**config.mk**
```make
export PLATFORM = sky130hd
export DESIGN_NAME = pc_pipeline
export DESIGN_NICKNAME = d
export VERILOG_FILES = /design/src/rtl/pc_pipeline.sv
export SDC_FILE = /design/constraint.sdc
export NUM_CORES = 1
export LEC_CHECK = 0
export BUFFER_PORTS_ARGS = -buffer_cell sky130_fd_sc_hd__clkbuf_2
export CORE_UTILIZATION = 53
export CTS_CLUSTER_DIAMETER = 150
export DETAILED_ROUTE_END_ITERATION = 6
export PLACE_DENSITY = 0.91
export SLEW_MARGIN = 20
export SYNTH_ARGS = -nofsm -noshare
export SYNTH_HDL_FRONTEND = slang
export SYNTH_SLANG_ARGS = --single-unit
```
**constraint.sdc**
```tcl
create_clock -name clk -period 6.75 [get_ports clk]
set_input_delay 0.675 -clock clk [delete_from_list [all_inputs] [get_ports clk]]
set_output_delay 0.675 -clock clk [all_outputs]
set_load 0.05 [all_outputs]
```
**src/rtl/pc_pipeline.sv**
```systemverilog
// pc_pipeline: next-fetch-address generator plus a DEPTH-deep PC/valid
// tracking shift register. It handles a global stall and a control-flow
// redirect that squashes younger stages. A redirect seen during a stall is
// parked as "pending" and applied on the first advance edge.

// One tracked pipeline slot: PC and valid, loaded only on an advance edge.
module pc_stage #(
    parameter int              XLEN    = 32,
    parameter logic [XLEN-1:0] RST_VAL = '0
) (
    input  logic            clk,
    input  logic            reset,
    input  logic            adv_i,
    input  logic            kill_i,
    input  logic [XLEN-1:0] pc_i,
    input  logic            vld_i,
    output logic [XLEN-1:0] pc_o,
    output logic            vld_o
);

    logic [XLEN-1:0] pc_q, pc_d;
    logic            vld_q, vld_d;

    // Hold unless advancing; a killed slot takes the PC but loses valid.
    always_comb begin
        pc_d  = pc_q;
        vld_d = vld_q;
        if (adv_i) begin
            pc_d  = pc_i;
            vld_d = vld_i & ~kill_i;
        end
    end

    // Slot state register, async reset to the slot's reset PC and invalid.
    always_ff @(posedge clk or posedge reset) begin
        if (reset) begin
            pc_q  <= RST_VAL;
            vld_q <= 1'b0;
        end else begin
            pc_q  <= pc_d;
            vld_q <= vld_d;
        end
    end

    assign pc_o  = pc_q;
    assign vld_o = vld_q;

endmodule

module pc_pipeline #(
    parameter int              XLEN           = 32,
    parameter int              DEPTH          = 4,
    parameter logic [XLEN-1:0] RESET_PC       = 'h0000_2000,
    parameter int              INCR           = 4,
    parameter int              REDIRECT_STAGE = 2
) (
    input  logic                    clk,
    input  logic                    reset,
    input  logic                    stall,
    input  logic                    redirect_valid,
    input  logic [XLEN-1:0]         redirect_target,
    output logic [XLEN-1:0]         next_pc,
    output logic                    icache_re,
    output logic [DEPTH*XLEN-1:0]   stage_pc,
    output logic [DEPTH-1:0]        stage_valid
);

    localparam logic [XLEN-1:0] INCR_V  = XLEN'(INCR);
    // Stage 0 resets one increment behind so the first sequential fetch is RESET_PC.
    localparam logic [XLEN-1:0] PC0_RST = RESET_PC - INCR_V;

    logic [DEPTH-1:0][XLEN-1:0] pc_q;
    logic [DEPTH-1:0]           vld_q;

    logic                       pend_vld_q, pend_vld_d;
    logic [XLEN-1:0]            pend_tgt_q, pend_tgt_d;

    logic [XLEN-1:0]            redir_tgt;
    logic                       take_redir;
    logic                       advance;

    // Low two bits are ignored: targets are always word aligned.
    assign redir_tgt  = {redirect_target[XLEN-1:2], 2'b00};
    // Redirect consumed by this advance, whether live or parked.
    assign take_redir = redirect_valid | pend_vld_q;
    assign advance    = ~stall;

    // Fetch address priority: live redirect, then pending, then sequential.
    // Deliberately independent of stall so the icache sees the parked target.
    always_comb begin
        if (redirect_valid)   next_pc = redir_tgt;
        else if (pend_vld_q)  next_pc = pend_tgt_q;
        else                  next_pc = pc_q[0] + INCR_V;
    end

    assign icache_re = ~reset;

    // Pending redirect next-state: captured while stalled (last wins), dropped on advance.
    always_comb begin
        pend_vld_d = pend_vld_q;
        pend_tgt_d = pend_tgt_q;
        if (stall) begin
            if (redirect_valid) begin
                pend_vld_d = 1'b1;
                pend_tgt_d = redir_tgt;
            end
        end else begin
            pend_vld_d = 1'b0;
        end
    end

    // Pending redirect register; reset clears it so no stale redirect survives.
    always_ff @(posedge clk or posedge reset) begin
        if (reset) begin
            pend_vld_q <= 1'b0;
            pend_tgt_q <= '0;
        end else begin
            pend_vld_q <= pend_vld_d;
            pend_tgt_q <= pend_tgt_d;
        end
    end

    // Stage array. Stage 0 loads the fetch address; others shift from below.
    // Stages 1..REDIRECT_STAGE hold wrong-path instructions on a redirect and
    // are killed; the redirecting instruction itself lands in REDIRECT_STAGE+1.
    for (genvar i = 0; i < DEPTH; i++) begin : g_stage
        if (i == 0) begin : g_head
            pc_stage #(.XLEN(XLEN), .RST_VAL(PC0_RST)) u_stage (
                .clk    (clk),
                .reset  (reset),
                .adv_i  (advance),
                .kill_i (1'b0),
                .pc_i   (next_pc),
                .vld_i  (1'b1),
                .pc_o   (pc_q[i]),
                .vld_o  (vld_q[i])
            );
        end else begin : g_body
            logic kill;
            assign kill = (i <= REDIRECT_STAGE) && take_redir;
            pc_stage #(.XLEN(XLEN), .RST_VAL('0)) u_stage (
                .clk    (clk),
                .reset  (reset),
                .adv_i  (advance),
                .kill_i (kill),
                .pc_i   (pc_q[i-1]),
                .vld_i  (vld_q[i-1]),
                .pc_o   (pc_q[i]),
                .vld_o  (vld_q[i])
            );
        end
    end

    assign stage_pc    = pc_q;
    assign stage_valid = vld_q;

endmodule

```
### Yosys cells after proc, flatten, opt, wreduce, memory -nomap -nowiden

Cells that the tools add are included.

* add/sub/neg operators: 1
* equality and inequality tests: 1
* multiplexer cells: 4
* bitwise logic cells: 5
* reductions and logical operators: 1

Operators with widths (number)
* 32-bit two-way mux: 2
* 32-bit by 3-bit adder with 32-bit output, second input constant: 1
* 1-bit AND: 2
* 1-bit two-way mux: 2
* 2-bit by 1-bit != test with 1-bit output, second input constant: 1
* 1-bit NOT: 2
* 2-bit AND reduction: 1
* 1-bit bitwise OR: 1

* bits in registers: 163
* input bits: 36
* output and inout bits: 165
* word-level logic and storage cells: 22

### Logic depth before layout (Yosys ltp)

Gate-level depths: netlist of the first run.

* depth after elaboration: 3
* depth in mapped cells: 7
* depth with buffers taken out: 6

### By module

Synthesis of the first run repeated with hierarchy kept, for this count alone.

* cell total of the unflattened synthesis: 545
* area, all modules: 7882.6 µm²

By module, submodules not included
* pc_stage at g_stage[1].g_body.u_stage ...: times used 3, cells an instance 73, area an instance 1380.1 µm², sequential area each 825.8 µm²
* pc_pipeline: times used 1, cells an instance 253, area an instance 2348.5 µm², sequential area each 775.7 µm²
* pc_stage at g_stage[0].g_head.u_stage: times used 1, cells an instance 73, area an instance 1393.8 µm², sequential area each 839.6 µm²

### Worst setup path after synthesis of the first run

Ideal clock, no wire load.

* path kind: input to output
* start: input reset
* end: output icache_re
* arrival time: 4293 ps
* data required time: 6075 ps
* path slack: 1782 ps
* cell stages on the path: 1
* path through: inv_1

* cells in the longest elaborated chain, start to end: 1

Ends and longest elaborated chain
* start: declaration: line 58 `input logic reset,`
* 1-bit NOT: line 96 `assign icache_re = ~reset;`
* end: declaration: line 63 `output logic icache_re,`

No other way between the ends.

### Worst setup path in the final report of the first run

* start: input redirect_valid
* end: output next_pc[21]

* cells in the longest elaborated chain, start to end: 1

Ends and longest elaborated chain
* start: declaration: line 60 `input logic redirect_valid,`
* 32-bit two-way mux: line 91 `if (redirect_valid) next_pc = redir_tgt;`
* end: declaration: line 62 `output logic [XLEN-1:0] next_pc,`

No other way between the ends.

==> impl_metrics.py, run 1 <==
metrics = {
    "power": {
        "p_per_area_nw_per_um2": 399,
        "peakVddDrop_v": 0.000207,
        "p_leak_nw": 4.25,
    },
    "final_layout": {
        "fill_cells": 1000,
        "multi_input_area_um2": 3150,
        "syn_to_final_growth_pct": 23.0,
        "diodes": 0,
        "nNetsFinal": 842,
        "regArea_um2": 4090,
        "drive_gt1_share_pct": 47.4,
        "fin_area_um2": 9220,
    },
    "timing": {
        "tightest_slew_ps": 948,
        "fin_crit_sh_pct": 58.7,
        "maxSlewViolCount": 0,
        "fmax_mhz": 252,
        "relSlewSlack_pct": 36.8,
        "clock_skew_ps": 5.52,
        "hold_viol_final": 0,
        "fin_tns_setup_ps": 0,
        "rsz0062_at_grt": "false",
        "finalCriticalPeriod_ps": 3960,
        "setup_viol": 0,
    },
    "synthesis": {
        "ys_top_cells_by_area": "dfrtp_1 51%, mux2_2 19%, dfstp_2 3.9%",
        "synthArstFlopShare_pct": 100,
        "syn_area_um2": 7490,
        "synth_cells": 624,
        "yosysMostFrequentCell": "dfrtp_1",
        "synth_top_area_cell": "dfrtp_1",
        "synth_top_cell_area_share_pct": 50.8,
        "yosys_warnings": 0,
        "synth_top_cells_by_count": "152 x dfrtp_1, 129 x mux2_2, 38 x nand2_1",
        "ys_seq_elements": 163,
        "ys_seq_area_share_pct": 54.6,
        "yosysUniqueCellTypes": 57,
        "syn_avg_cell_area_um2": 12.0,
        "synth_edf_count": 0,
        "ys.flop_type": "dfrtp_1",
        "syn_nets": 661,
    },
    "worst_setup_path": {
        "path_class": "in2out",
        "cp_max_fo": 39,
        "cp-startpoint": "redirect_valid",
        "cp.required_ps": 6070,
        "ff2ff_path_depth": 5,
        "crit_path_end_kind": "output port",
        "reg2reg_from": "pend_vld_q",
        "crit_path_start_kind": "input pin",
        "crit_arrival_ps": 3290,
        "r2r_slack_ps": 4080,
        "r2r_end": "g_stage[0].g_head.u_stage.pc_o[14]",
    },
    "placed_design": {
        "io_buffers": 198,
        "dp_hpwl_um": 13000,
        "dpl_cell_area_um2": 8550,
        "gp_congestion": 0.853,
    },
    "routing": {
        "remaining_drc_errors": 0,
        "ant_nets": 0,
        "wl_per_cell_um": 18.7,
        "drt-initial-drc-count": 510,
        "vias_per_cell": 5.90,
        "vias": 5885,
        "postRouteWirelength_um": 18700,
        "first_pass_iters": 5,
    },
    "clock_network": {
        "tritoncts": "done",
        "clock-sinks": 163,
        "postCtsHoldBufs": 0,
        "cts_resized": 0,
        "cts_buffer_depth": 2,
        "clkSlewWorstSetupHoldPaths_ps": 60,
        "cts_setup_buffers": 0,
        "cts_buffers": 17,
        "ctsHtreeMaxLevel": 4,
        "clock_latency_ps": 420,
        "clock-root-buffer": "clkbuf_16",
    },
    "global_routing": {
        "top_usage_layer": "met2",
        "antenna_found_initial": 0,
        "met2_usage_pct": 42.7,
        "grt_overflow": 0,
        "grt_pass1_wl_um": 29700,
        "grt_pass1_vias": 5531,
        "grt_max_degree": 101,
        "grt.met1_usage_pct": 35.1,
        "met3_usage_pct": 5.22,
        "grtUsageTotal_pct": 26.6,
    },
    "floorplan": {
        "start_util_pct": 54.2,
        "dieHeight_um": 121,
        "core_area_um2": 13800,
        "rows": 43,
        "ioPinCount": 201,
        "dieArea_um2": 14600,
        "die_w_um": 121,
    },
    "run": {
        "maxCapViolations": 0,
    },
    "status": {
        "status": "finished, final reports clean",
    },
    "min_path": {
        "hp-class": "in2async",
    },
}
worst max-delay path by stage:
stage	end	depth (start not counted)
2_1_floorplan	g_stage[0].g_head.u_stage.pc_o[0]	1
3_3_place_gp	next_pc[14]	5
3_5_place_dp	next_pc[21]	6
4_1_cts	next_pc[28]	7
5_1_grt	next_pc[21]	6
6_report	next_pc[21]	6
through the flow:
step                      total power [mW]  hold WS (ps)  std cells  util (%)  setup WS (ps)
after detailed placement              2.62           488        966      61.8           2850
final                                 3.68           441        998      66.6           2790
after floorplan                       2.30           458        624         -           1300
after CTS                             3.69           475        998      66.6           2810
after global placement                2.58           478        966      61.8           2880
after global routing                  3.81           498        998      66.6           2610
worst max-delay path, cell delays in order:
cell      delay (ps)
clkbuf_2         550
clkinv_1         700
nand2_1          800
nor3_1           110
nand3b_1         190
clkbuf_2         250
area by class of cell:
| cell class | instances | area share, % |
|---|---|---|
| clock buffer | 20 | 5.06 |
| tap | 180 | 2.44 |
| inverter | 14 | 0.625 |
| clock inverter | 12 | 2.20 |
| multi-input combinational | 407 | 34.1 |
| sequential | 163 | 44.4 |
| timing repair buffer | 202 | 11.1 |
cells in the final DEF (no fill, tap or decap), types with 2 or more instances in the layout:
cell type	netlist	routed
dfstp_2	11	11
or3_1	4	4
and2_1	3	3
nand4_1	7	7
nand2b_1	3	3
dfrtp_1	152	152
inv_1	12	11
o21a_1	8	8
o21bai_1	4	4
nor2_1	18	18
nand2_1	38	38
a31oi_1	5	5
mux2_2	129	129
clkinv_1	2	2
clkbuf_8	2	3
o21ai_0	36	36
a22oi_1	10	10
a21oi_1	36	36
o2bb2a_1	4	4
xor2_1	11	11
o22ai_1	16	16
o31a_1	6	6
buf_4	6	5
and3_1	3	3
clkbuf_2	0	197
bufinv_16	0	5
a21boi_0	2	2
clkinv_4	0	4
xnor2_1	12	12
clkinv_2	0	2
nor4_1	2	2
o211ai_1	2	2
a221oi_1	2	2
o31ai_1	2	2
nor3_1	6	6
and3_2	3	3
nand3_1	15	15
clkbuf_16	0	17
flip-flops by register name, summed over array words and instances (netlist names):
| register | cells |
|---|---|
| g_stage.g_body.u_stage.vld_o | 3 |
| pend_vld_q | 1 |
| g_stage.g_head.u_stage.pc_o | 32 |
| g_stage.g_head.u_stage.vld_o | 1 |
| pend_tgt_q | 30 |
| g_stage.g_body.u_stage.pc_o | 96 |
kinds of logic after synthesis:
| logic type | Yosys count | share of synthesized area [%] |
|---|---|---|
| compound gates | 140 | 11.7 |
| xor+xnor | 23 | 2.69 |
| fa+ha+maj | 1 | 0.167 |
| buf+inv | 54 | 3.39 |
| flops | 163 | 54.6 |
| mux | 130 | 19.5 |
| simple gates | 113 | 7.90 |
where the power goes:
part | internal, mW | switching, mW
combinational | 0.319 | 0.937
sequential | 1.18 | 0.176
clock | 0.687 | 0.383
metal layers:
layer  routed length, um  vias to the layer above
met5                   0                        -
met3                1050                       50
met1                7960                     2943
met4                 568                        0
li1                    -                     2634
met2                9110                      258
Power figures use the tool's default switching activity.
==> run 2: changes to the inputs <==
==> constraint.sdc (replaced) <==
create_clock -name clk -period 4 [get_ports clk]
set_input_delay 0.4 -clock clk [delete_from_list [all_inputs] [get_ports clk]]
set_output_delay 0.4 -clock clk [all_outputs]
set_load 0.05 [all_outputs]
==> run 2 against run 1 <==
Non-clock buffer count is 8 higher. Critical endpoint is now next_pc[28]. Global-route usage hardly changed. Critical path depth is 1 higher. Via count is 0.12% lower. Worst hold slack worse by 230 ps. Total power is 61% higher. First-iteration DRC count is 3.5% lower. Sequential share of layout area is 0.22 points higher. Highest routed layer unchanged. Sequential cell count stayed put. Utilization is 0.33 points lower. Cell count is 0.80% higher.
==> impl_metrics.py, run 2 (same netlist as run 1, synthesis figures left out) <==
metrics = {
    "global_routing": {
        "antenna_found_initial": 0,
        "grtUsageTotal_pct": 26.5,
        "grt_pass1_wl_um": 29500,
        "grt_pass1_vias": 5649,
        "grt_max_degree": 164,
        "grt_overflow": 0,
    },
    "min_path": {
        "hp-class": "in2async",
    },
    "status": {
        "status": "finished, final reports clean",
    },
    "timing": {
        "tightest_slew_ps": 961,
        "fin_tns_setup_ps": 0,
        "setup_viol": 0,
        "fin_crit_sh_pct": 85.5,
        "fmax_mhz": 293,
        "relSlewSlack_pct": 35.9,
        "clock_skew_ps": 5.66,
        "setup_ws_ps": 582,
        "rsz0062_at_grt": "false",
        "finalCriticalPeriod_ps": 3420,
        "hold_viol_final": 0,
        "maxSlewViolCount": 0,
    },
    "clock_network": {
        "ctsHtreeMaxLevel": 4,
        "clock-root-buffer": "clkbuf_16",
        "cts_buffers": 17,
        "cts_resized": 0,
        "clkSlewWorstSetupHoldPaths_ps": 60,
        "cts_buffer_depth": 2,
        "tritoncts": "done",
        "postCtsHoldBufs": 0,
        "clock_latency_ps": 430,
        "clock-sinks": 163,
        "cts_setup_buffers": 0,
    },
    "routing": {
        "wl_met2_um": 9020,
        "wl_met3_um": 1070,
        "postRouteWirelength_um": 18900,
        "ant_nets": 0,
        "wl_per_cell_um": 18.8,
        "vias_per_cell": 5.84,
        "first_pass_iters": 5,
        "drt-met1-wl_um": 7920,
        "drt-initial-drc-count": 492,
        "remaining_drc_errors": 0,
        "maxUsedRoutingLayer": "met4",
        "vias": 5878,
    },
    "placed_design": {
        "io_buffers": 198,
        "dp_hpwl_um": 13100,
        "gp_congestion": 0.845,
        "place_worst_setup_slack_ps": 1070,
    },
    "worst_setup_path": {
        "crit_path_end_kind": "output port",
        "crit_path_start_kind": "flip-flop",
        "crit_arrival_ps": 3020,
        "cp_slowest_cell": "dfstp_2",
        "path_class": "reg2out",
        "cp_max_fo": 11,
        "max_stage_delay_ps": 630,
        "crit_chain": "nand4_4 -> nor4_4 -> buf_4 -> nand3_2 -> or3_2 -> a31oi_1 -> clkbuf_2",
        "cp.required_ps": 3600,
    },
    "final_layout": {
        "fill_cells": 1002,
        "final_common_cell": "clkbuf_2",
        "largest_register_ffs": 96,
        "final_cell_mix": "197 x clkbuf_2, 152 x dfrtp_1, 129 x mux2_2, 38 x nand2_1",
        "nNetsFinal": 850,
        "syn_to_final_growth_pct": 22.4,
        "diodes": 0,
        "drive_gt1_share_pct": 47.8,
        "multi_input_area_um2": 3150,
        "regArea_um2": 4090,
        "fin_util_pct": 66.3,
    },
    "run": {
        "maxCapViolations": 0,
    },
    "floorplan": {
        "ioPinCount": 201,
        "dieArea_um2": 14600,
        "core_area_um2": 13800,
        "rows": 43,
        "die_w_um": 121,
        "start_util_pct": 54.2,
        "dieHeight_um": 121,
    },
    "power": {
        "peakVddDrop_v": 0.000322,
        "p_leak_nw": 4.24,
        "p_per_area_nw_per_um2": 645,
    },
}
==> run 2: cell types whose count changed in the layout (fill, tap and decap cells not counted), sizes merged <==
cell / change
buf: +8
bufinv: -5
clkbuf: +3
clkinvlp: +2
clkinv: +1
inv: -1
==> run 2: per-stage QoR <==
stage / cells / cell area, um^2 / power [mW] / hold slack, ps
floorplan: 624 / 7500 / 3.89 / 458
global placement: 974 / 8620 / 4.36 / 479
detailed placement: 974 / 8620 / 4.43 / 489
CTS: 1006 / 9170 / 5.94 / 212
global route: 1006 / 9170 / 6.16 / 219
finish: 1006 / 9170 / 5.91 / 211
==> run 2: metal layers <==
| metal | global-route usage, % | vias to the layer above |
|---|---|---|
| met5 | 0 | - |
| met4 | 13.5 | 0 |
| met3 | 6.63 | 71 |
| met2 | 41.9 | 266 |
| met1 | 34.0 | 2888 |
| li1 | - | 2653 |
==> run 2: path summary, 6_finish.rpt <==
kind                                                      end  cells after the start  slack, ps                          startpoint
hold / removal              g_stage[2].g_body.u_stage.pc_o[3]                      3        210                               reset
hold reg to reg            g_stage[3].g_body.u_stage.pc_o[16]                      1        500  g_stage[3].g_body.u_stage.pc_o[16]
setup reg to reg           g_stage[0].g_head.u_stage.pc_o[16]                      6       1620   g_stage[0].g_head.u_stage.pc_o[2]
max in group asynchronous                      pend_tgt_q[26]                      3       3100                               reset
min in group clk                               pend_tgt_q[10]                      2        220                 redirect_target[10]
setup / recovery                                  next_pc[28]                      7        580   g_stage[0].g_head.u_stage.pc_o[9]
==> run 2: critical path: cells and delay by family (launching register included) <==
kind            cells  cell delay (ps)
buf+inv             2              530
simple gates        4             1170
flops               1              630
compound gates      1              250
==> run 2: layout make-up <==
type / instances / share of cell area [%]
clock inverters: 9 / 0.587
repair buffers: 210 / 12.0
flip-flops and latches: 163 / 44.6
well taps: 180 / 2.46
inverters: 14 / 0.614
multi-input cells: 407 / 34.3
clock buffers: 23 / 5.43
==> run 2: where the power goes <==
group | leakage [nW] | switching, mW | internal (mW)
logic | 2.01 | 1.59 | 0.545
clock network | 0.274 | 0.629 | 0.869
registers | 1.95 | 0.290 | 1.99
